### src/rtl/pueo_pps_counter_bank.sv
// pueo_pps_counter_bank
// PPS-synchronised bank of event counters. Each PPS latches every channel's
// count into a short per-channel history and optionally clears the count.
// A seconds counter advances on each PPS. Single-cycle read port.
// Optional external-PPS holdoff is built only when PUEO_PPS_HOLDOFF_EN is defined.
`timescale 1ns/1ps
module pueo_pps_counter_bank #(
  parameter int unsigned      NCHAN         = 4,
  parameter int unsigned      CNT_WIDTH     = 32,
  parameter int unsigned      HIST_DEPTH    = 2,
  parameter int unsigned      HOLDOFF_SHIFT = 12,
  parameter int               SATURATE      = 0,
  parameter logic [NCHAN-1:0] CLEAR_MASK    = {NCHAN{1'b1}},
  localparam int unsigned     CHAN_W        = (NCHAN > 1) ? $clog2(NCHAN) : 1,
  localparam int unsigned     IDX_W         = $clog2(HIST_DEPTH + 1)
) (
  input  logic                       sys_clk_i,
  input  logic                       sys_rstn_i,
  input  logic                       pps_i,
  input  logic                       int_pps_i,
  input  logic                       use_ext_pps_i,
  input  logic [15:0]                holdoff_i,
  input  logic                       runrst_i,
  input  logic [NCHAN-1:0]           cnt_ce_i,
  input  logic                       load_sec_i,
  input  logic [31:0]                sec_i,
  input  logic                       rd_req_i,
  input  logic [CHAN_W-1:0]          rd_chan_i,
  input  logic [IDX_W-1:0]           rd_idx_i,
  output logic                       rd_valid_o,
  output logic [CNT_WIDTH-1:0]       rd_data_o,
  output logic                       pps_flag_o,
  output logic                       pps_holdoff_o,
  output logic [31:0]                cur_sec_o,
  output logic [NCHAN*CNT_WIDTH-1:0] cur_cnt_o
);

  // Counter increment: holds at all-ones when saturating, otherwise wraps.
  function automatic logic [CNT_WIDTH-1:0] cnt_inc(input logic [CNT_WIDTH-1:0] v);
    if ((SATURATE != 0) && (v == '1)) return v;
    return v + CNT_WIDTH'(1);
  endfunction

  logic pps_meta_p0, pps_sync_p1, pps_sync_p2, pps_edge_p2;
  logic in_holdoff;
  logic ext_flag;

  // Stage p0/p1: two-flop synchroniser; stage p2: registered rising-edge detect.
  always_ff @(posedge sys_clk_i or negedge sys_rstn_i) begin
    if (!sys_rstn_i) begin
      pps_meta_p0 <= 1'b0;
      pps_sync_p1 <= 1'b0;
      pps_sync_p2 <= 1'b0;
      pps_edge_p2 <= 1'b0;
    end else begin
      pps_meta_p0 <= pps_i;
      pps_sync_p1 <= pps_meta_p0;
      pps_sync_p2 <= pps_sync_p1;
      pps_edge_p2 <= pps_sync_p1 & ~pps_sync_p2;
    end
  end

  assign ext_flag = pps_edge_p2 & ~in_holdoff;

  // Stage p3: one-cycle PPS pulse from the selected source.
  always_ff @(posedge sys_clk_i or negedge sys_rstn_i) begin
    if (!sys_rstn_i) pps_flag_o <= 1'b0;
    else             pps_flag_o <= use_ext_pps_i ? ext_flag : int_pps_i;
  end

`ifdef PUEO_PPS_HOLDOFF_EN
  localparam int unsigned HO_W = 17 + HOLDOFF_SHIFT;
  logic [HO_W-1:0] hold_cnt;
  logic [HO_W-1:0] hold_load;

  // Load value L so that the holdoff window spans (holdoff_i+1)*2^SHIFT cycles.
  assign hold_load = ((HO_W'(holdoff_i) + HO_W'(1)) << HOLDOFF_SHIFT) - HO_W'(1);

  // Holdoff window: armed after each external flag, counts down to zero, then releases.
  always_ff @(posedge sys_clk_i or negedge sys_rstn_i) begin
    if (!sys_rstn_i) begin
      in_holdoff <= 1'b0;
      hold_cnt   <= '0;
    end else if (!use_ext_pps_i) begin
      in_holdoff <= 1'b0;
      hold_cnt   <= '0;
    end else if (pps_flag_o) begin
      in_holdoff <= 1'b1;
      hold_cnt   <= hold_load;
    end else if (in_holdoff) begin
      if (hold_cnt == '0) in_holdoff <= 1'b0;
      else                hold_cnt   <= hold_cnt - HO_W'(1);
    end
  end
`else
  logic unused_holdoff;
  assign unused_holdoff = ^holdoff_i;
  assign in_holdoff     = 1'b0;
`endif

  assign pps_holdoff_o = in_holdoff;

  logic [CNT_WIDTH-1:0] cnt_q  [NCHAN];
  logic [CNT_WIDTH-1:0] hist_q [NCHAN][HIST_DEPTH];

  // Channel counters: run reset beats PPS clear, which beats normal counting.
  always_ff @(posedge sys_clk_i or negedge sys_rstn_i) begin
    if (!sys_rstn_i) begin
      for (int c = 0; c < NCHAN; c++) cnt_q[c] <= '0;
    end else begin
      for (int c = 0; c < NCHAN; c++) begin
        if (runrst_i)                        cnt_q[c] <= '0;
        else if (pps_flag_o && CLEAR_MASK[c]) cnt_q[c] <= cnt_ce_i[c] ? CNT_WIDTH'(1) : '0;
        else if (cnt_ce_i[c])                cnt_q[c] <= cnt_inc(cnt_q[c]);
      end
    end
  end

  // History shift on PPS: newest entry is the count before this cycle's update.
  always_ff @(posedge sys_clk_i or negedge sys_rstn_i) begin
    if (!sys_rstn_i) begin
      for (int c = 0; c < NCHAN; c++)
        for (int k = 0; k < HIST_DEPTH; k++) hist_q[c][k] <= '0;
    end else if (pps_flag_o) begin
      for (int c = 0; c < NCHAN; c++) begin
        hist_q[c][0] <= cnt_q[c];
        for (int k = 1; k < HIST_DEPTH; k++) hist_q[c][k] <= hist_q[c][k-1];
      end
    end
  end

  genvar gc;
  generate
    for (gc = 0; gc < NCHAN; gc++) begin : g_cur
      assign cur_cnt_o[gc*CNT_WIDTH +: CNT_WIDTH] = cnt_q[gc];
    end
  endgenerate

  // Seconds counter: an explicit load wins over the PPS increment.
  always_ff @(posedge sys_clk_i or negedge sys_rstn_i) begin
    if (!sys_rstn_i)     cur_sec_o <= '0;
    else if (load_sec_i) cur_sec_o <= sec_i;
    else if (pps_flag_o) cur_sec_o <= cur_sec_o + 32'd1;
  end

  logic [CNT_WIDTH-1:0] rd_sel;

  // Read mux: unmatched channel or index selects zero.
  always_comb begin
    rd_sel = '0;
    for (int c = 0; c < NCHAN; c++) begin
      if (CHAN_W'(c) == rd_chan_i) begin
        if (rd_idx_i == '0) rd_sel = cnt_q[c];
        for (int k = 0; k < HIST_DEPTH; k++)
          if (rd_idx_i == IDX_W'(k + 1)) rd_sel = hist_q[c][k];
      end
    end
  end

  // Read response: one-cycle valid, data held until the next request.
  always_ff @(posedge sys_clk_i or negedge sys_rstn_i) begin
    if (!sys_rstn_i) begin
      rd_valid_o <= 1'b0;
      rd_data_o  <= '0;
    end else begin
      rd_valid_o <= rd_req_i;
      if (rd_req_i) rd_data_o <= rd_sel;
    end
  end

endmodule
### config.mk
export PLATFORM = sky130hd
export DESIGN_NAME = pueo_pps_counter_bank
export DESIGN_NICKNAME = d
export VERILOG_FILES = /design/src/rtl/pueo_pps_counter_bank.sv
export SDC_FILE = /design/constraint.sdc
export NUM_CORES = 1
export LEC_CHECK = 0
export BUFFER_PORTS_ARGS = -buffer_cell sky130_fd_sc_hd__buf_2
export CORE_UTILIZATION = 30
export CTS_CLUSTER_DIAMETER = 40
export DETAILED_ROUTE_END_ITERATION = 10
export HOLD_SLACK_MARGIN = 0.06
export SETUP_SLACK_MARGIN = 0.3
export SYNTH_ARGS = -nofsm -noshare
export SYNTH_HDL_FRONTEND = slang
export SYNTH_SLANG_ARGS = --single-unit
### constraint.sdc
create_clock -name sys_clk_i -period 2.52 [get_ports sys_clk_i]
set_clock_uncertainty 0.15 [all_clocks]
set_input_delay 0.378 -clock sys_clk_i [delete_from_list [all_inputs] [get_ports sys_clk_i]]
set_output_delay 0.378 -clock sys_clk_i [all_outputs]
set_load 0.03 [all_outputs]
* After elaboration in Yosys (flattened, before gate mapping)
Index checks and enable logic that the tools add are counted.
** Cells by class
- Bitwise logic cells :: 2
- Eq/ne operators :: 5
- Add/subtract/negate cells :: 5
- Multiplexer cells :: 35
- Reduce and logical (&&, ||, !) cells :: 7
** Operators with widths (number)
- $mux W32 :: 30
- $add A32 B1 Y32 const B :: 5
- $reduce_bool A3 Y1 :: 4
- $mux W1 :: 5
- $eq A2 B2 Y1 const A :: 2
- $logic_not A2 Y1 :: 2
- $eq A1 B2 Y1 const A :: 1
- $eq A2 B1 Y1 const B :: 1
- $eq A2 B2 Y1 const B :: 1
- $reduce_bool A2 Y1 :: 1
- $and A1 B1 Y1 :: 1
- $not A1 Y1 :: 1
** Storage, ports and cells
- Output and inout port bits :: 195
- Input bits :: 64
- Register bits after elaboration :: 454

* Depth between registers and ports, before layout
Gate-level depths: netlist (run 1).
- Depth after elaboration :: 17
- Gate-level depth with buffers :: 8
- Mapped depth without buffers :: 5

* Worst setup path after synthesis (run 1)
Ideal clock, no wire load.
- Path kind :: reg2reg
- Start :: register cnt_q, in the netlist cur_cnt_o[68]
- End :: register cnt_q, in the netlist cur_cnt_o[93]
- Path slack :: 43 ps
- Path buffers :: 2
- Cell stages (with the launch flop) :: 7
- Arrival time :: 2202 ps
- Clock period less this slack :: 2477 ps
- Cell sequence :: dfrtp_1 > buf_2 > nand3_1 > or4_1 > clkbuf_1 > nor3_1 > mux2_2
** On the way
- Word-level cells in the longest chain between the ends :: 4
** Ends and longest elaborated chain
- start: declaration :: RTL line 103 : logic [CNT_WIDTH-1:0] cnt_q [NCHAN];
- start signal: indexed assignment :: RTL line 113 : else if (pps_flag_o && CLEAR_MASK[c]) cnt_q[c] <= cnt_ce_i[c] ? CNT_WIDTH'(1) : '0;
- start signal: indexed assignment :: RTL line 114 : else if (cnt_ce_i[c]) cnt_q[c] <= cnt_inc(cnt_q[c]);
- $add A32 B1 Y32 :: RTL line 41 : return v + CNT_WIDTH'(1);
- $mux W32 :: RTL line 114
- $mux W32 :: RTL line 113
- $mux W32 :: RTL line 112 : if (runrst_i) cnt_q[c] <= '0;
No other way between the ends. The select of a mux whose other input is x is not followed.
A chain may end at the register's enable or synchronous reset.

* Worst setup path after layout (run 1)
- Start :: register cur_sec_o[6]
- End :: register cur_sec_o[31]
** On the way
- Word-level cells in the longest chain between the ends :: 3
** Ends and longest elaborated chain
- start: declaration :: RTL line 34 : output logic [31:0] cur_sec_o,
- start signal: assignment :: RTL line 142 : else if (load_sec_i) cur_sec_o <= sec_i;
- start signal: assignment :: RTL line 143 : else if (pps_flag_o) cur_sec_o <= cur_sec_o + 32'd1;
- $add A32 B1 Y32 :: RTL line 143
- $mux W32 :: RTL line 143
- $mux W32 :: RTL line 142
No other way between the ends. The select of a mux whose other input is x is not followed.

==> results of run 1 <==
[cells in the mapped netlist (31+ instances only)]
master | number | share of area, %
dfrtp_1 | 454 | 49
clkbuf_1 | 139 | 2.2
o22ai_1 | 40 | 1.1
or3_1 | 50 | 1.3
nand3_1 | 44 | 0.94
nand2_1 | 142 | 2.3
mux2i_1 | 110 | 4.7
a22oi_1 | 49 | 1.6
nor2_1 | 100 | 1.6
o21ai_0 | 85 | 1.8
or4_1 | 41 | 1.3
a21oi_1 | 90 | 1.9
o31ai_1 | 36 | 1.2
nand4_1 | 48 | 1.3
xnor2_1 | 37 | 1.4
inv_1 | 68 | 1.1
mux2_2 | 272 | 13
nor3_1 | 31 | 0.66
nor4_1 | 38 | 1.0
[timing repair]
action | in CTS | in global routing
endpoints found under the hold margin | 180 | 0
cloned | 0 | 0
setup endpoints to repair | 30 | 32
setup buffers | 7 | 16
resized for setup | 6 | 22
hold buffers | 40 | 0
pin swaps | 1 | 9
[worst max path at each step]
stage | to | slack, ps | cells after the start
6_report | cur_sec_o[31] | 350 | 5
5_1_grt | cur_sec_o[31] | 270 | 5
4_1_cts | cur_cnt_o[30] | 300 | 5
3_5_place_dp | rd_data_o[5] | 20 | 7
3_3_place_gp | rd_data_o[5] | 10 | 7
2_1_floorplan | cur_cnt_o[93] | 200 | 5
[cell families after synthesis]
| family | count (synthesis) | synth area share (%) |
|---|---|---|
| and+or+nand+nor | 604 | 13.9 |
| DFF | 454 | 48.6 |
| AOI/OAI and AO/OA | 430 | 12.1 |
| muxes | 392 | 18.8 |
| buffers and inverters | 248 | 4.15 |
| xor gates and xnor gates | 58 | 2.17 |
| adders and majority gates | 5 | 0.268 |
| other | 1 | 0.0161 |
[placed cells by master, fill, tap and decap left out, types with 21 or more instances in the layout]
cell	n
a31oi_1	24
dfrtp_2	47
or4_1	36
dlygate4sd3_1	40
a221oi_1	24
inv_1	68
nor2_1	99
nor3_1	31
nand4_1	48
clkbuf_16	87
nor4_1	36
o21ai_0	85
nand3b_1	25
buf_2	239
nand3_1	41
xor2_1	21
nand2_1	142
mux2i_1	110
o22ai_1	40
a22oi_1	49
o221ai_1	24
or3_1	47
a21oi_1	87
mux2_2	272
xnor2_1	37
o31ai_1	36
dfrtp_1	406
buf_4	181
[stage by stage]
stage,util [%],instance area (µm²),hold slack (ps),instances
global route,39.7,30400,116,3686
floorplan,-,23500,-67.6,2192
CTS,39.5,30200,73.5,3669
detailed placement,35.1,26800,187,3463
finish,39.7,30400,113,3686
global placement,35.1,26800,184,3463
[report_power, final]
part	total [µW]	switching, µW	internal, µW
logic	1780	1140	640
registers	7610	164	7450
clock network	11400	4160	7210
total	20800	5460	15300
[layer usage]
layer	wire, µm	track usage [%]	up-vias
li1	-	-	8951
met1	34300	26.5	10079
met2	36200	30.9	670
met3	5760	4.65	138
met4	2910	8.34	2
met5	10	0	-
[flip-flops by register name, summed over array words and instances, names as in the netlist]
signal,count
pps_meta_p0,1
pps_flag_o,1
rd_valid_o,1
cur_sec_o,32
hist_q,256
pps_sync_p1,1
rd_data_o,32
cur_cnt_o,128
pps_sync_p2,1
ext_flag,1
[final cells by class]
class / count / share of cell area, %
Antenna cell: 1 / 0.00824
Multi-Input combinational cell: 1490 / 36.7
Clock inverter: 53 / 1.72
Timing Repair Buffer: 483 / 11.1
Tap cell: 1030 / 4.24
Inverter: 69 / 0.853
Clock buffer: 106 / 7.73
Sequential cell: 454 / 37.6
[critical path, stage by stage, from the launching register on]
cell     delay, ps
dfrtp_2        420
nand3_4        100
or4_1          540
buf_6          180
or4_1          500
a31oi_1        190
==> impl_metrics.yaml, run 1 <==
detailed_routing:
  first_pass_iters: 5
  vias: 19840
  avgViaCountPerCell: 5.38
  drc: 0
  final_antenna_net_count: 0
  dr.first_iter.drc_count: 1648
  routed_wl_um: 79100
  wl_per_cell_um: 21.5
timing:
  drv_slew: 0
  tightest_slew_ps: 910
  hold_viol_final: 0
  fin_setup_tns_ps: 0
  fin_ws_ps: 351
  finalSetupViolations: 0
  period_minus_slack_ps: 2170
  grt_setup_unrepaired: "true"
  fin_crit_sh_pct: 86.1
  max_freq_ghz: 0.461
  maxSlewHeadroom_pct: 39.1
place:
  io_buffers: 241
  gp_congestion: 0.879
  dp_slack_ps: 19.1
  place_hpwl_um: 55900
floorplanning:
  die_area_um2: 79000
  fp-row-count: 101
  io_pins: 259
  dieWidth_um: 281
  die_h_um: 281
  core_area_um2: 76500
  start_util_pct: 30.6
setup_path:
  path_max_fanout: 18
  crit_start: "cur_sec_o[6]"
  r2r_slack_ps: 350
  reg2reg_to: "cur_sec_o[31]"
  reg2reg_from: "cur_sec_o[6]"
  cp-start-kind: "flop"
  rr_worst_depth: 5
  critPathCaptureType: "flop"
  cp.arrival_ps: 2540
  cp.required_ps: 2890
  path_class: "flop to flop"
run_status:
  status: "finished clean"
synth:
  ys_warn_count: 0
  synth_edf_count: 0
  synthFlopType: "dfrtp_1"
  synth.distinct_cells: 58
  avgSynthCellArea_um2: 10.7
  synth-seq-cells: 454
  netlist_instances: 2192
  syn_area_um2: 23400
  synthArstFlopShare_pct: 100
  synth_nets: 2261
  ys_seq_area_share_pct: 48.6
clocking:
  root_buffer: "clkbuf_16"
  clock_latency_ps: 630
  cts_buffer_depth: 3
  cts_buffers: 86
  cts_tree: "done"
  htree_num_levels: 3
  clock_sinks: 454
  clk_pin_slew_ps: 60
min_path:
  min-delay-path-class: "input pin to flop"
  hold_start: "load_sec_i"
  holdPathEnd: "cur_sec_o[10]"
  whs_path_depth: 3
power_and_ir_drop:
  leakagePower_uw: 0.0136
  irDropWorstVdd_v: 0.000450
  powerDensity_nw_per_um2: 683
  p_total_uw: 20800
grt:
  grt.overflow.total: 0
  grt_pass1_vias: 19610
  grt_max_degree: 128
  grt_first_pass_wirelength_um: 121000
  antenna_found_initial: 3
  grt_usage_pct: 19.9
run:
  maxCapViolCount: 0
finish:
  fillCellCount: 7271
  area_delta_synth_final_pct: 30.0
  nets: 2653
  drive_gt1_share_pct: 35.9
  multiInputGateArea_um2: 11200
  regArea_um2: 11400
(Power assumes the default switching activity.)
==> run 2: changes to the inputs <==
Settings changed: RECOVER_POWER set to 100.
==> impl_metrics.yaml, run 2 (same netlist as run 1, synthesis figures left out) <==
run:
  maxCapViolCount: 1
power_and_ir_drop:
  combPwrFrac_pct: 8.3
  leakagePower_uw: 0.0128
  powerDensity_nw_per_um2: 691
  switchingPower_uw: 5450
  irDropWorstVdd_v: 0.000447
  clock_power_share_pct: 54.9
  p_int_uw: 15200
  p_seq_share_pct: 36.8
  netSwitchingFraction_pct: 26.3
floorplanning:
  start_util_pct: 30.6
  io_pins: 259
  dieWidth_um: 281
  fp-row-count: 101
  die_h_um: 281
  die_area_um2: 79000
  core_area_um2: 76500
place:
  place_inst: 3463
  io_buffers: 241
  place_hpwl_um: 55900
  gp_congestion: 0.879
  dpl_cell_area_um2: 26800
finish:
  regMostFlops: "hist_q"
  largest_reg_flops: 256
  fin_area_um2: 29900
  area_delta_synth_final_pct: 28.1
  nets: 2653
  layout_commonest_cell: "dfrtp_1"
  drive_gt1_share_pct: 27.4
  fin_cells: 3686
  final_cell_mix: "dfrtp_1, mux2_2, clkbuf_1, buf_4, nand2_1"
setup_path:
  path_delay_family: "simple AND/OR/NAND/NOR gates"
  critPathCaptureType: "flop"
  path_class: "flop to flop"
  cp.arrival_ps: 2690
  cp_num_buf_inv: 0
  cp-start-kind: "flop"
  cp.required_ps: 2910
  path_max_fanout: 8
  cp_slowest_cell: "dfrtp_1"
  cpPeakStageDelay_ps: 610
  path_cells: "ha_1 > nand3_1 > or3_4 > or4_4 > a21oi_1"
detailed_routing:
  wl_per_cell_um: 21.5
  avgViaCountPerCell: 5.40
  final_antenna_net_count: 0
  dr.first_iter.drc_count: 1599
  first_pass_iters: 6
  vias: 19912
  routed_wl_um: 79200
  drc: 0
timing:
  drv_slew: 35
  max_freq_ghz: 0.435
  tightest_slew_ps: 1780
  period_minus_slack_ps: 2300
  finalSetupViolations: 0
  fin_setup_tns_ps: 0
  fin_crit_sh_pct: 91.3
  grt_setup_unrepaired: "true"
  hold_viol_final: 0
  maxSlewHeadroom_pct: -19.0
clocking:
  cts_buffer_depth: 3
  clock_sinks: 454
  root_buffer: "clkbuf_16"
  clock_latency_ps: 630
  htree_num_levels: 3
  cts_buffers: 86
  clk_pin_slew_ps: 60
  cts_tree: "done"
grt:
  grt_pass1_vias: 19610
  antenna_found_initial: 3
  grt_max_degree: 128
  grt_usage_pct: 19.9
  grt.overflow.total: 0
  grt_first_pass_wirelength_um: 121000
run_status:
  status: "complete, but fails checks"
  violations: "max-capacitance violations, max-slew violations"
min_path:
  min-delay-path-class: "input pin to flop"
[run 2: routing by layer]
metal  up-vias  GRT usage (%)  part of all wire, %
met5         -              0                0.013
met4         2           8.34                  3.8
met3       145           4.65                  7.3
met2       714           30.9                   46
met1     10104           26.5                   43
li1       8947              -                    -
[run 2: power by group through the flow]
stage	logic (µW)	clock network, µW	registers (µW)
6_report	1710	11400	7610
5_1_grt	1850	11900	7620
4_1_cts	1760	11500	7600
3_5_place_dp	1690	0	7730
3_3_place_gp	1670	0	7720
2_1_floorplan	786	0	7870
[run 2: path summary, 6_finish.rpt]
kind	from	cells past startpoint	end	slack (ps)
max	cur_cnt_o[0]	5	cur_cnt_o[30]	220
min	load_sec_i	3	cur_sec_o[10]	110
max reg2reg	cur_cnt_o[0]	5	cur_cnt_o[30]	220
min reg2reg	pps_meta_p0	0	pps_sync_p1	200
max in group asynchronous	sys_rstn_i	3	cur_cnt_o[103]	490
min in group asynchronous	sys_rstn_i	2	cur_sec_o[23]	160
[run 2: cell type report]
| class | count | area, µm² |
|---|---|---|
| antenna | 1 | 2.50 |
| clock buffer | 106 | 2350 |
| clock inverter | 53 | 522 |
| fill | 7392 | 46500 |
| inverter | 69 | 259 |
| multi-input combinational | 1490 | 11100 |
| sequential | 454 | 11400 |
| tap | 1030 | 1290 |
| timing repair buffer | 483 | 2960 |
[run 2: per-stage QoR]
step                      util [%]  setup WS [ps]  total power, µW  hold WS (ps)
after detailed placement      35.1           19.1             9420           187
after CTS                     39.5            300            20900          73.5
after floorplan                  -            203             8650         -67.6
final                         39.1            219            20700           111
after global placement        35.1           14.8             9390           184
after global routing          39.1            153            21400           145
[run 2: worst register-to-register path, stage by stage (launching register included)]
cell and delay (ps):
dfrtp_1 610, ha_1 290, nand3_1 90, or3_4 440, or4_4 490, a21oi_1 160
[run 2: timing repair]
item | in CTS | in global routing
hold endpoints to repair | 180 | 0
hold buffers | 40 | 0
setup buffers | 7 | 16
pin swaps | 1 | 9
endpoints found under the setup margin | 30 | 32
gates resized for setup | 6 | 22
gates cloned | 0 | 0
